`config.mk`:
```
export PLATFORM = sky130hd
export DESIGN_NAME = uart_tx_engine
export DESIGN_NICKNAME = d
export VERILOG_FILES = /design/src/rtl/uart_tx_engine_pkg.sv /design/src/rtl/uart_tx_engine_baud_tick.sv /design/src/rtl/uart_tx_engine.sv
export SDC_FILE = /design/constraint.sdc
export NUM_CORES = 1
export LEC_CHECK = 0
export ABC_AREA = 1
export CAP_MARGIN = 15
export CORE_ASPECT_RATIO = 1.25
export CORE_MARGIN = 3
export CORE_UTILIZATION = 53
export CTS_CLUSTER_SIZE = 8
export DETAILED_ROUTE_END_ITERATION = 8
export HOLD_SLACK_MARGIN = 0.03
export PLACE_DENSITY = 0.74
export SYNTH_ARGS = -nofsm -noshare
export SYNTH_HDL_FRONTEND = slang
export SYNTH_SLANG_ARGS = --single-unit
export TNS_END_PERCENT = 10
```
`constraint.sdc`:
```
create_clock -name clock -period 2.2 [get_ports clock]
set_input_delay 0.44 -clock clock [delete_from_list [all_inputs] [get_ports clock]]
set_output_delay 0.44 -clock clock [all_outputs]
set_load 0.1 [all_outputs]
```
`src/rtl/uart_tx_engine_pkg.sv`:
```
// uart_tx_engine_pkg: parity encodings and FSM states shared by the UART transmitter
package uart_tx_engine_pkg;
   localparam int UART_CHECK_NONE = 0;
   localparam int UART_CHECK_ODD  = 1;
   localparam int UART_CHECK_EVEN = 2;
   typedef enum logic [2:0] {S_IDLE, S_START, S_DATA, S_PARITY, S_STOP} tx_state_e;
endpackage

```
`src/rtl/uart_tx_engine_baud_tick.sv`:
```
// uart_baud_tick: bit-period counter running 0..P_DIV-1 with a tick on the final count
//   clock, reset : system clock, synchronous active-high reset
//   i_clear      : holds the counter at 0
//   o_tick       : high while the count equals P_DIV-1 (last cycle of a bit)
module uart_baud_tick #(
   parameter int P_DIV = 10
) (
   input  logic clock,
   input  logic reset,
   input  logic i_clear,
   output logic o_tick
);
   localparam int CW = (P_DIV > 1) ? $clog2(P_DIV) : 1;
   logic [CW-1:0] cnt_q, cnt_d;
   always_comb begin
      o_tick = (cnt_q == CW'(P_DIV - 1));
      cnt_d  = (i_clear || o_tick) ? '0 : cnt_q + 1'b1;
   end
   always_ff @(posedge clock) cnt_q <= reset ? '0 : cnt_d;
endmodule

```
`src/rtl/uart_tx_engine.sv`:
```
// uart_tx_engine: single-clock UART transmitter with a one-entry holding buffer
//   clock, reset     : system clock, synchronous active-high reset
//   i_user_tx_data   : byte to send, captured when valid && ready
//   i_user_tx_valid  : byte valid
//   o_user_tx_ready  : holding buffer empty
//   o_uart_tx        : registered serial line, idle high
//   o_tx_busy        : frame in progress or buffer occupied
//   o_tx_done        : pulse on the last clock of the final stop bit
module uart_tx_engine
   import uart_tx_engine_pkg::*;
#(
   parameter int P_SYSTEM_CLK      = 50_000_000,
   parameter int P_UART_BUADRATE   = 115200,
   parameter int P_UART_DATA_WIDTH = 8,
   parameter int P_UART_STOP_WIDTH = 1,
   parameter int P_UART_CHECK      = 0
) (
   input  logic                         clock,
   input  logic                         reset,
   input  logic [P_UART_DATA_WIDTH-1:0] i_user_tx_data,
   input  logic                         i_user_tx_valid,
   output logic                         o_user_tx_ready,
   output logic                         o_uart_tx,
   output logic                         o_tx_busy,
   output logic                         o_tx_done
);
   localparam int N = P_SYSTEM_CLK / P_UART_BUADRATE;
   localparam int W = P_UART_DATA_WIDTH;
   tx_state_e      state_q, state_d;
   logic [W-1:0]   hold_data_q, hold_data_d, shift_q, shift_d;
   logic [3:0]     bit_cnt_q, bit_cnt_d;
   logic           stop_cnt_q, stop_cnt_d;
   logic           hold_valid_q, hold_valid_d, parity_q, parity_d, tx_q, tx_d;
   logic           load, tick;
   uart_baud_tick #(.P_DIV(N)) u_baud_tick (
      .clock   (clock),
      .reset   (reset),
      .i_clear (state_q == S_IDLE),
      .o_tick  (tick)
   );
   always_comb begin
      state_d      = state_q;
      hold_data_d  = hold_data_q;
      hold_valid_d = hold_valid_q;
      shift_d      = shift_q;
      parity_d     = parity_q;
      bit_cnt_d    = bit_cnt_q;
      stop_cnt_d   = stop_cnt_q;
      load         = 1'b0;
      o_tx_done    = 1'b0;
      if (i_user_tx_valid && !hold_valid_q) begin
         hold_valid_d = 1'b1;
         hold_data_d  = i_user_tx_data;
      end
      case (state_q)
         S_IDLE:   load = hold_valid_q;
         S_START:  state_d = tick ? S_DATA : S_START;
         S_DATA:
            if (tick) begin
               shift_d   = shift_q >> 1;
               bit_cnt_d = bit_cnt_q + 4'd1;
               if (bit_cnt_q == 4'(W - 1)) begin
                  bit_cnt_d = '0;
                  state_d   = (P_UART_CHECK != UART_CHECK_NONE) ? S_PARITY : S_STOP;
               end
            end
         S_PARITY: state_d = tick ? S_STOP : S_PARITY;
         S_STOP:
            if (tick) begin
               stop_cnt_d = stop_cnt_q + 1'b1;
               if (stop_cnt_q == 1'(P_UART_STOP_WIDTH - 1)) begin
                  stop_cnt_d = 1'b0;
                  o_tx_done  = 1'b1;
                  load       = hold_valid_q;
                  state_d    = S_IDLE;
               end
            end
         default:  state_d = S_IDLE;
      endcase
      // Load cannot coincide with a capture: it needs a full buffer, capture needs an empty one.
      if (load) begin
         state_d      = S_START;
         shift_d      = hold_data_q;
         parity_d     = (P_UART_CHECK == UART_CHECK_EVEN) ? ^hold_data_q : ~^hold_data_q;
         hold_valid_d = 1'b0;
      end
      // Line is registered, so it is driven from the next-state view of the frame.
      tx_d = (state_d == S_START)  ? 1'b0 :
             (state_d == S_DATA)   ? shift_d[0] :
             (state_d == S_PARITY) ? parity_d : 1'b1;
   end
   always_ff @(posedge clock) begin
      if (reset) begin
         state_q      <= S_IDLE;
         hold_data_q  <= '0;
         hold_valid_q <= 1'b0;
         shift_q      <= '0;
         parity_q     <= 1'b0;
         bit_cnt_q    <= '0;
         stop_cnt_q   <= 1'b0;
         tx_q         <= 1'b1;
      end else begin
         state_q      <= state_d;
         hold_data_q  <= hold_data_d;
         hold_valid_q <= hold_valid_d;
         shift_q      <= shift_d;
         parity_q     <= parity_d;
         bit_cnt_q    <= bit_cnt_d;
         stop_cnt_q   <= stop_cnt_d;
         tx_q         <= tx_d;
      end
   end
   assign o_uart_tx       = tx_q;
   assign o_user_tx_ready = !hold_valid_q;
   assign o_tx_busy       = (state_q != S_IDLE) || hold_valid_q;
endmodule

```
* After elaboration in Yosys (flattened, before gate mapping)
Cells that the tools add are included.
W data, S select, Z words.
** Word-level totals
- Register bits :: 36
- Output and inout bits :: 4
** Operators by class
- Equality and inequality tests :: 9
- Add/subtract/negate cells :: 3
- Reduce and logical (&&, ||, !) cells :: 14
- Mux-type cells :: 23
** Operator list (number)
- $mux W8 :: 3
- $mux W3 :: 6
- $pmux W3 S5 :: 1
- $eq A3 B2 Y1 const B :: 4
- $mux W1 :: 10
- $add A9 B1 Y9 const B :: 1
- $eq A9 B9 Y1 const B :: 1
- $reduce_xnor A8 Y1 :: 1
- $eq A3 B1 Y1 const B :: 2
- $reduce_and A2 Y1 :: 3
- $add A4 B1 Y4 const B :: 1
- $eq A4 B3 Y1 const B :: 1
- $mux W4 :: 1
- $reduce_bool A2 Y1 :: 2
- $reduce_or A2 Y1 :: 2
- $eq A3 B3 Y1 const B :: 1
- $logic_not A3 Y1 :: 1
- $reduce_bool A3 Y1 :: 1
- $logic_or A1 B1 Y1 :: 2
- $mux W2 :: 1
- $pmux W1 S2 :: 1
- $add A1 B1 Y1 const B :: 1
- $logic_and A1 B1 Y1 :: 1
- $logic_not A1 Y1 :: 1

* Logic depth before layout (Yosys ltp)
Gate-level depths: netlist (run 1).
- Depth in word-level cells :: 9
- Gate-level depth with buffers :: 11
- Gate-level depth less buffers :: 11

* Hierarchy
A second synthesis (run 1) with hierarchy kept.
** Unflattened totals
- Cell total of the unflattened synthesis :: 266
- Area, all modules :: 1805.5 sq um
** Modules (own cells, without submodules)
- uart_tx_engine :: area an instance 1318.8 sq um, cells an instance 202, instances 1, seq. area each 520.5 sq um
- uart_baud_tick :: area an instance 486.7 sq um, cells an instance 64, instances 1, seq. area each 180.2 sq um

* Worst setup path before layout (run 1)
OpenSTA, ideal clock, no wires.
- Kind :: reg-to-output
- Start :: reg u_baud_tick.cnt_q[0]
- End :: out o_tx_done
- Slack :: -1.093 ns
- Path buffers :: 0
- Cell stages (with the launch flop) :: 6
- Data arrival time :: 2.853 ns
- Required time :: 1.760 ns
- Path through :: dfxtp_1 ha_1 nand2_1 nor2_4 nand2_4 nor3_1
** On the way
- Word-level cells in the longest chain between the ends :: 3
** Ends and longest elaborated chain
- from (decl) :: RTL line uart_tx_engine_baud_tick.sv:14 : logic [CW-1:0] cnt_q, cnt_d;
- from (signal assigned) :: RTL line uart_tx_engine_baud_tick.sv:19 : always_ff @(posedge clock) cnt_q <= reset ? '0 : cnt_d;
- $eq A9 B9 Y1 :: RTL line uart_tx_engine_baud_tick.sv:16 : o_tick = (cnt_q == CW'(P_DIV - 1));
- $mux W1 :: RTL line uart_tx_engine.sv:69 : if (tick) begin
- $mux W1 :: RTL line uart_tx_engine.sv:55 : case (state_q)
- to (decl) :: RTL line uart_tx_engine.sv:25 : output logic o_tx_done
No other way between the ends.

* Final worst setup path (run 1)
Ends and elaborated chain as after synthesis.

==> results.tsv, run 1 <==
stage	metric	value	unit
synthesis	cells after synthesis	246	
synthesis	largest family of logic cells by synthesized area	simple AND/OR/NAND/NOR gates	
clocking	Max Buffers Root-to-Sink	2	
sta	unrepaired setup endpoints after global routing	no	
grt	via count of the first global-routing pass	1465	
synthesis	compound-gate portion of the synthesized area	0.119	
finish	layout cell share with drive strength beyond 1	0.0985	
clocking	total of hold buffers inserted after clock tree synthesis	0	
synthesis	biggest area contributors in the synthesized netlist	dfxtp_1, nand2_1, inv_1	
synthesis	flip-flop cell with the highest count after synthesis	dfxtp_1	
sta	accumulated negative setup slack	0	ns
setup_path	kind of critical path	reg2out	
synthesis	portion of the post-synthesis area used by sequential elements	0.408	
clocking	Clock Latency Late Sink	0.35	ns
clocking	deepest level of the CTS H-tree	2	
route	antenna viol nets, final	0	
clocking	post-CTS setup-driven buffer insertion count	0	
placed_design	Buffers on Ports	14	
route	number of DRC violations after detailed-routing iteration 0	42	
sta	maximum operating frequency	487	MHz
placed_design	final HPWL from detailed placement	2.49	mm
grt	initial antenna violation count	0	
synthesis	summed instance area of the synthesized netlist	1720	um2
sta	final cycle utilization of the critical path	0.934	
floorplan	count of boundary I/O pins	15	
floorplan	area of the die	3970	um2
floorplan	die height	69.7	um
placed_design	GP Congestion	0.799	
setup_path	R2R Path Start	state_q[2]$_SDFF_PP0_	
route	via count normalized by instance count	5.24	
sta	time the final worst path needs with I/O delays and setup	2.05	ns
finish	area growth from synthesis to final layout	14.1	%
sta	total count of max-transition violations in the final report	0	
setup_path	maximum fanout encountered on the critical timing path	8	
worst_hold_path	worst min-delay path category	reg2reg	
floorplan	total core area	3030	um2
clocking	number of instances resized during post-cts repair	0	
clocking	clk slew on worst S/H paths	0.12	ns
setup_path	Startpoint Class	flop	
sta	least setup slack across all paths after layout	0.145	ns
grt	total track usage	0.186	
finish	number of nets in the layout	277	
setup_path	data arrival at the endpoint of the critical path	1.61	ns
synthesis	number of synthesized flops with an enable pin	0	
pwr	Pleak	0.831	nW
pwr	total power	1.31	mW
synthesis	area fraction of the dominant cell type after synthesis	0.408	
synthesis	post-synthesis register bit count	35	
synthesis	mean instance size in the synthesized netlist	6.99	um2
grt	total global routing overflow	0	
finish	number of inserted filler cells in the final layout	274	
sta	Max Clock Skew	0.0101	ns
route	post-route DRC violation count	0	
sta	Least-Margin Pin Slew	0.446	ns
grt	pin count of the biggest net entering global routing	17	
pwr	IR Drop Worst-Case VDD	0.000499	V
floorplan	effective utilization at floorplan	0.568	
route	DR WL/cell	11.0	um
clocking	clock tree from TritonCTS	done	
sta	worst rel slew slack	0.702	
finish	antenna diode count	0	
sta	final number of setup-violating endpoints	0	
route	total routed wirelength	3.29	mm
synthesis	fraction of synthesis flops using an asynchronous set or reset pin	0	
pwr	ratio of total power to cell area	667	nW/um2
synthesis	library cell with the largest summed area after synthesis	dfxtp_1	
floorplan	die outline width	56.9	um
synthesis	post-synthesis net count	260	
placed_design	worst slack at placement	0.524	ns
synthesis	most common cell in the netlist	nand2_1	
synthesis	share of synthesized cell area in and, or, nand and nor gates	0.338	
flow_run	max-capacitance violation count	0	
clocking	Root Driver	clkbuf_4	
clocking	Clock Sinks	35	
synthesis	most numerous cell types in the synthesized netlist	nand2_1, dfxtp_1, inv_1	
sta	final hold violations	0	
synthesis	unique cell type count in the Yosys netlist	29	
synthesis	Synth warnings	0	
grt	global-route wire length before repair	5.88	mm
setup_path	CP Launch Point	u_baud_tick.cnt_q[0]$_SDFF_PP0_	
run_status	result of the run	complete, no violations	
setup_path	Critical Path RT	1.76	ns
route	TritonRoute pass-1 iters	4	
synthesis	parity-gate share of the synthesized area counting xor and xnor cells	0.0306	
synthesis	post-synthesis mux area share	0	
route	vias	1571	
clocking	clock buffers created by TritonCTS	5	
synthesis	Post-Synth Adder-Cell Area	0.0218	
floorplan	standard-cell rows	22	
setup_path	kind of end point of the critical path	primary output	
worst_hold_path	worst hold start	u_baud_tick.cnt_q[0]$_SDFF_PP0_	
[flip-flops by register name (all words and copies together) (netlist names)]
signal and flops:
parity_q 1, o_uart_tx 1, hold_valid_q 1, shift_q 8, hold_data_q 8, bit_cnt_q 4, u_baud_tick.cnt_q 9, state_q 3
[worst max-delay path: stages, from the launching register on]
cell	delay (ns)
dfxtp_1	0.40
ha_1	0.16
nand2_1	0.07
nor2_4	0.15
nand2_4	0.12
nor3_4	0.17
buf_12	0.20
[layout make-up]
class / count / area [um2] / area share
clock inverters: 3 / 20.0 / 0.0102
inverters: 29 / 110 / 0.0561
clock buffers: 5 / 37.5 / 0.0191
well taps: 36 / 45.0 / 0.0230
repair buffers: 15 / 163 / 0.0829
flip-flops and latches: 35 / 701 / 0.357
multi-input cells: 177 / 886 / 0.452
[final timing paths]
kind                                     end  slack, ns  depth (start not counted)
max                                o_tx_done       0.15                          6
min reg2reg  u_baud_tick.cnt_q[0]$_SDFF_PP0_       0.48                          1
max reg2reg        bit_cnt_q[2]$_SDFFE_PP0P_       0.54                          8
min          u_baud_tick.cnt_q[0]$_SDFF_PP0_       0.48                          1
[metal layers]
metal,GRT usage,up-vias,wire [um]
met5,0,-,0
met4,0.103,0,76
met3,0.0540,9,103
met2,0.315,24,1730
met1,0.203,713,1380
li1,-,825,-
[kinds of logic (layout without fill, tap and decap cells)]
kind of cell             Yosys count  after routing
AND/OR/NAND/NOR                  131            131
AO/OA/AOI/OAI                     37             37
flip-flops                        35             35
buffers and inverters             34             52
XOR/XNOR                           6              6
adder cells (fa/ha/maj)            3              3
[power breakdown]
group	leakage (nW)	switching (mW)	total, mW	internal (mW)
Clock	0.0272	0.231	0.353	0.122
Combinational	0.518	0.168	0.258	0.0904
Sequential	0.286	0.0274	0.697	0.670
Total	0.831	0.426	1.31	0.882
[metrics by stage]
| step | utilization | std cells | hold slack [ns] | area, um2 |
|---|---|---|---|---|
| final | 0.648 | 300 | 0.480 | 1960 |
| after global routing | 0.648 | 300 | 0.506 | 1960 |
| after CTS | 0.648 | 300 | 0.480 | 1960 |
| after detailed placement | 0.629 | 292 | 0.461 | 1900 |
| after global placement | 0.629 | 292 | 0.452 | 1900 |
| after floorplan | - | 246 | 0.433 | 1730 |
[cells in the final DEF (no fill, tap or decap), types with 3 or more instances in the layout]
cell and count:
nand2_4 3, nor3_1 4, a31oi_1 7, nand2_1 71
a21oi_1 15, nand3_1 15, nand4_1 3, dfxtp_1 35
o21ai_0 10, clkbuf_4 5, ha_1 3, xor2_1 3
buf_4 3, inv_1 27, xnor2_1 3, clkdlybuf4s50_1 10
nor2_1 25
No activity file was read; power rests on OpenSTA's default activity.
==> run 2: changes to the inputs <==
--- a/config.mk
+++ b/config.mk
@@ -8,12 +8,13 @@
 export ABC_AREA = 1
 export CAP_MARGIN = 15
 export CORE_ASPECT_RATIO = 1.25
-export CORE_MARGIN = 3
+export CORE_MARGIN = 5
 export CORE_UTILIZATION = 53
 export CTS_CLUSTER_SIZE = 8
 export DETAILED_ROUTE_END_ITERATION = 8
 export HOLD_SLACK_MARGIN = 0.03
 export PLACE_DENSITY = 0.74
+export SETUP_SLACK_MARGIN = 0.05
 export SYNTH_ARGS = -nofsm -noshare
 export SYNTH_HDL_FRONTEND = slang
 export SYNTH_SLANG_ARGS = --single-unit
==> run 2 against run 1 <==
Compared with the run above: sequential power about the same; register-to-register slack about the same; highest routed layer unchanged; utilization decreased by 1.7 points; routed wire length increased by 3.5%; clock-buffer cell count unchanged; worst setup slack improved by 0.069 ns; combinational power about the same; flip-flop and latch count unchanged; largest power group unchanged; final cell count increased by 0.33%.
==> results.tsv, run 2 (synthesis results as in run 1) <==
stage	metric	value	unit
route	vias	1531	
clocking	deepest level of the CTS H-tree	2	
route	antenna viol nets, final	0	
route	met2 routed WL	1.72	mm
pwr	Pleak	0.845	nW
sta	maximum operating frequency	504	MHz
floorplan	effective utilization at floorplan	0.543	
sta	Max Clock Skew	0.00774	ns
finish	number of nets in the layout	277	
finish	largest registers ranked by flip-flop count	u_baud_tick.cnt_q: 9 flops, hold_data_q: 8 flops, shift_q: 8 flops	
route	met3 routed WL	114	um
clocking	clk slew on worst S/H paths	0.08	ns
setup_path	kind of critical path	reg2out	
floorplan	die outline width	60.9	um
setup_path	number of cells traversed by the worst register-to-register path	8	
route	total routed wirelength	3.40	mm
worst_hold_path	worst hold start	u_baud_tick.cnt_q[0]$_SDFF_PP0_	
flow_run	max-capacitance violation count	0	
pwr	IR Drop Worst-Case VDD	0.000555	V
floorplan	die height	73.7	um
setup_path	Critical Path RT	1.76	ns
placed_design	Buffers on Ports	14	
route	number of DRC violations after detailed-routing iteration 0	108	
route	TritonRoute pass-1 iters	4	
clocking	total of hold buffers inserted after clock tree synthesis	0	
placed_design	GP Congestion	0.818	
finish	commonest cells after routing, fill and taps aside	nand2_1, dfxtp_1, inv_1	
floorplan	area of the die	4490	um2
sta	final number of setup-violating endpoints	0	
clocking	Root Driver	clkbuf_8	
grt	initial antenna violation count	0	
clocking	Clock Latency Late Sink	0.30	ns
pwr	total power	1.42	mW
worst_hold_path	number of instances on the worst hold path	1	
clocking	Max Buffers Root-to-Sink	2	
pwr	ratio of total power to cell area	711	nW/um2
setup_path	maximum fanout encountered on the critical timing path	8	
sta	total count of max-transition violations in the final report	0	
grt	total track usage	0.177	
setup_path	Startpoint Class	flop	
route	highest routing layer actually used	met4	
clocking	clock buffers created by TritonCTS	5	
setup_path	CP Launch Point	u_baud_tick.cnt_q[1]$_SDFF_PP0_	
sta	Least-Margin Pin Slew	0.481	ns
clocking	clock tree from TritonCTS	done	
floorplan	count of boundary I/O pins	15	
route	DR WL/cell	11.3	um
sta	unrepaired setup endpoints after global routing	no	
finish	antenna diode count	0	
grt	via count of the first global-routing pass	1419	
clocking	post-CTS setup-driven buffer insertion count	0	
finish	most common library cell in the layout ignoring fill and taps	nand2_1	
clocking	Clock Sinks	35	
sta	final hold violations	0	
finish	number of flip-flops in the largest register	9	
finish	area growth from synthesis to final layout	16.1	%
placed_design	final HPWL from detailed placement	2.57	mm
sta	time the final worst path needs with I/O delays and setup	1.99	ns
setup_path	R2R Path Start	state_q[2]$_SDFF_PP0_	
sta	accumulated negative setup slack	0	ns
floorplan	standard-cell rows	23	
floorplan	total core area	3170	um2
grt	global-route wire length before repair	5.77	mm
grt	total global routing overflow	0	
route	Post-Route M1 WL	1.49	mm
run_status	result of the run	complete, no violations	
sta	final cycle utilization of the critical path	0.903	
worst_hold_path	worst min-delay path category	reg2reg	
finish	Biggest register	u_baud_tick.cnt_q	
finish	layout cell share with drive strength beyond 1	0.102	
route	post-route DRC violation count	0	
setup_path	kind of end point of the critical path	primary output	
finish	number of inserted filler cells in the final layout	299	
grt	pin count of the biggest net entering global routing	17	
finish	Post-Route Utilization	0.630	
setup_path	data arrival at the endpoint of the critical path	1.55	ns
route	via count normalized by instance count	5.09	
sta	worst rel slew slack	0.679	
-- run 2: cell count changes in the layout (fill, tap and decap cells not counted) --
cell and delta:
clkbuf_8 +5, clkbuf_4 -5, dfxtp_2 +1, dfxtp_1 -1
-- run 2: worst max-delay path: stages (launching register included) --
cell	delay, ns
dfxtp_1	0.33
inv_1	0.06
ha_1	0.13
nand2_1	0.08
nor2_4	0.16
nand2_4	0.12
nor3_4	0.18
buf_12	0.20
-- run 2: area by class of cell --
cell class	count	area (um2)	area share
clock inverter	3	20.0	0.0100
multi-input combinational	177	886	0.444
sequential	35	702	0.352
inverter	29	110	0.0552
tap	37	46.3	0.0232
clock buffer	5	68.8	0.0345
timing repair buffer	15	163	0.0815
-- run 2: layer usage --
metal  GRT usage  vias up
li1            -      821
met1       0.181      679
met2       0.303       23
met3      0.0598        8
met4       0.104        0
met5           0        -
-- run 2: per-stage QoR --
step	hold slack (ns)	setup WS, ns	area, um2	cells
floorplan	0.433	0.00333	1730	246
global placement	0.453	0.530	1910	293
detailed placement	0.470	0.473	1910	293
CTS	0.481	0.143	1990	301
global route	0.495	0.0703	2000	301
finish	0.467	0.214	2000	301
-- run 2: where the power goes --
group	internal [mW]	switching, mW	leakage (nW)
Combinational	0.0903	0.168	0.518
Clock	0.220	0.244	0.0402
Sequential	0.670	0.0269	0.286
-- run 2: path summary, 6_finish.rpt --
path,end,slack [ns]
min,u_baud_tick.cnt_q[0]$_SDFF_PP0_,0.47
max,o_tx_done,0.21
min reg2reg,u_baud_tick.cnt_q[0]$_SDFF_PP0_,0.47
max reg2reg,bit_cnt_q[2]$_SDFFE_PP0P_,0.55
-- run 2: repair_timing --
| item | CTS | global route |
|---|---|---|
| gates resized for setup | 0 | 1 |
| endpoints found under the hold margin | 0 | 0 |
| endpoints found under the setup margin | 0 | 1 |
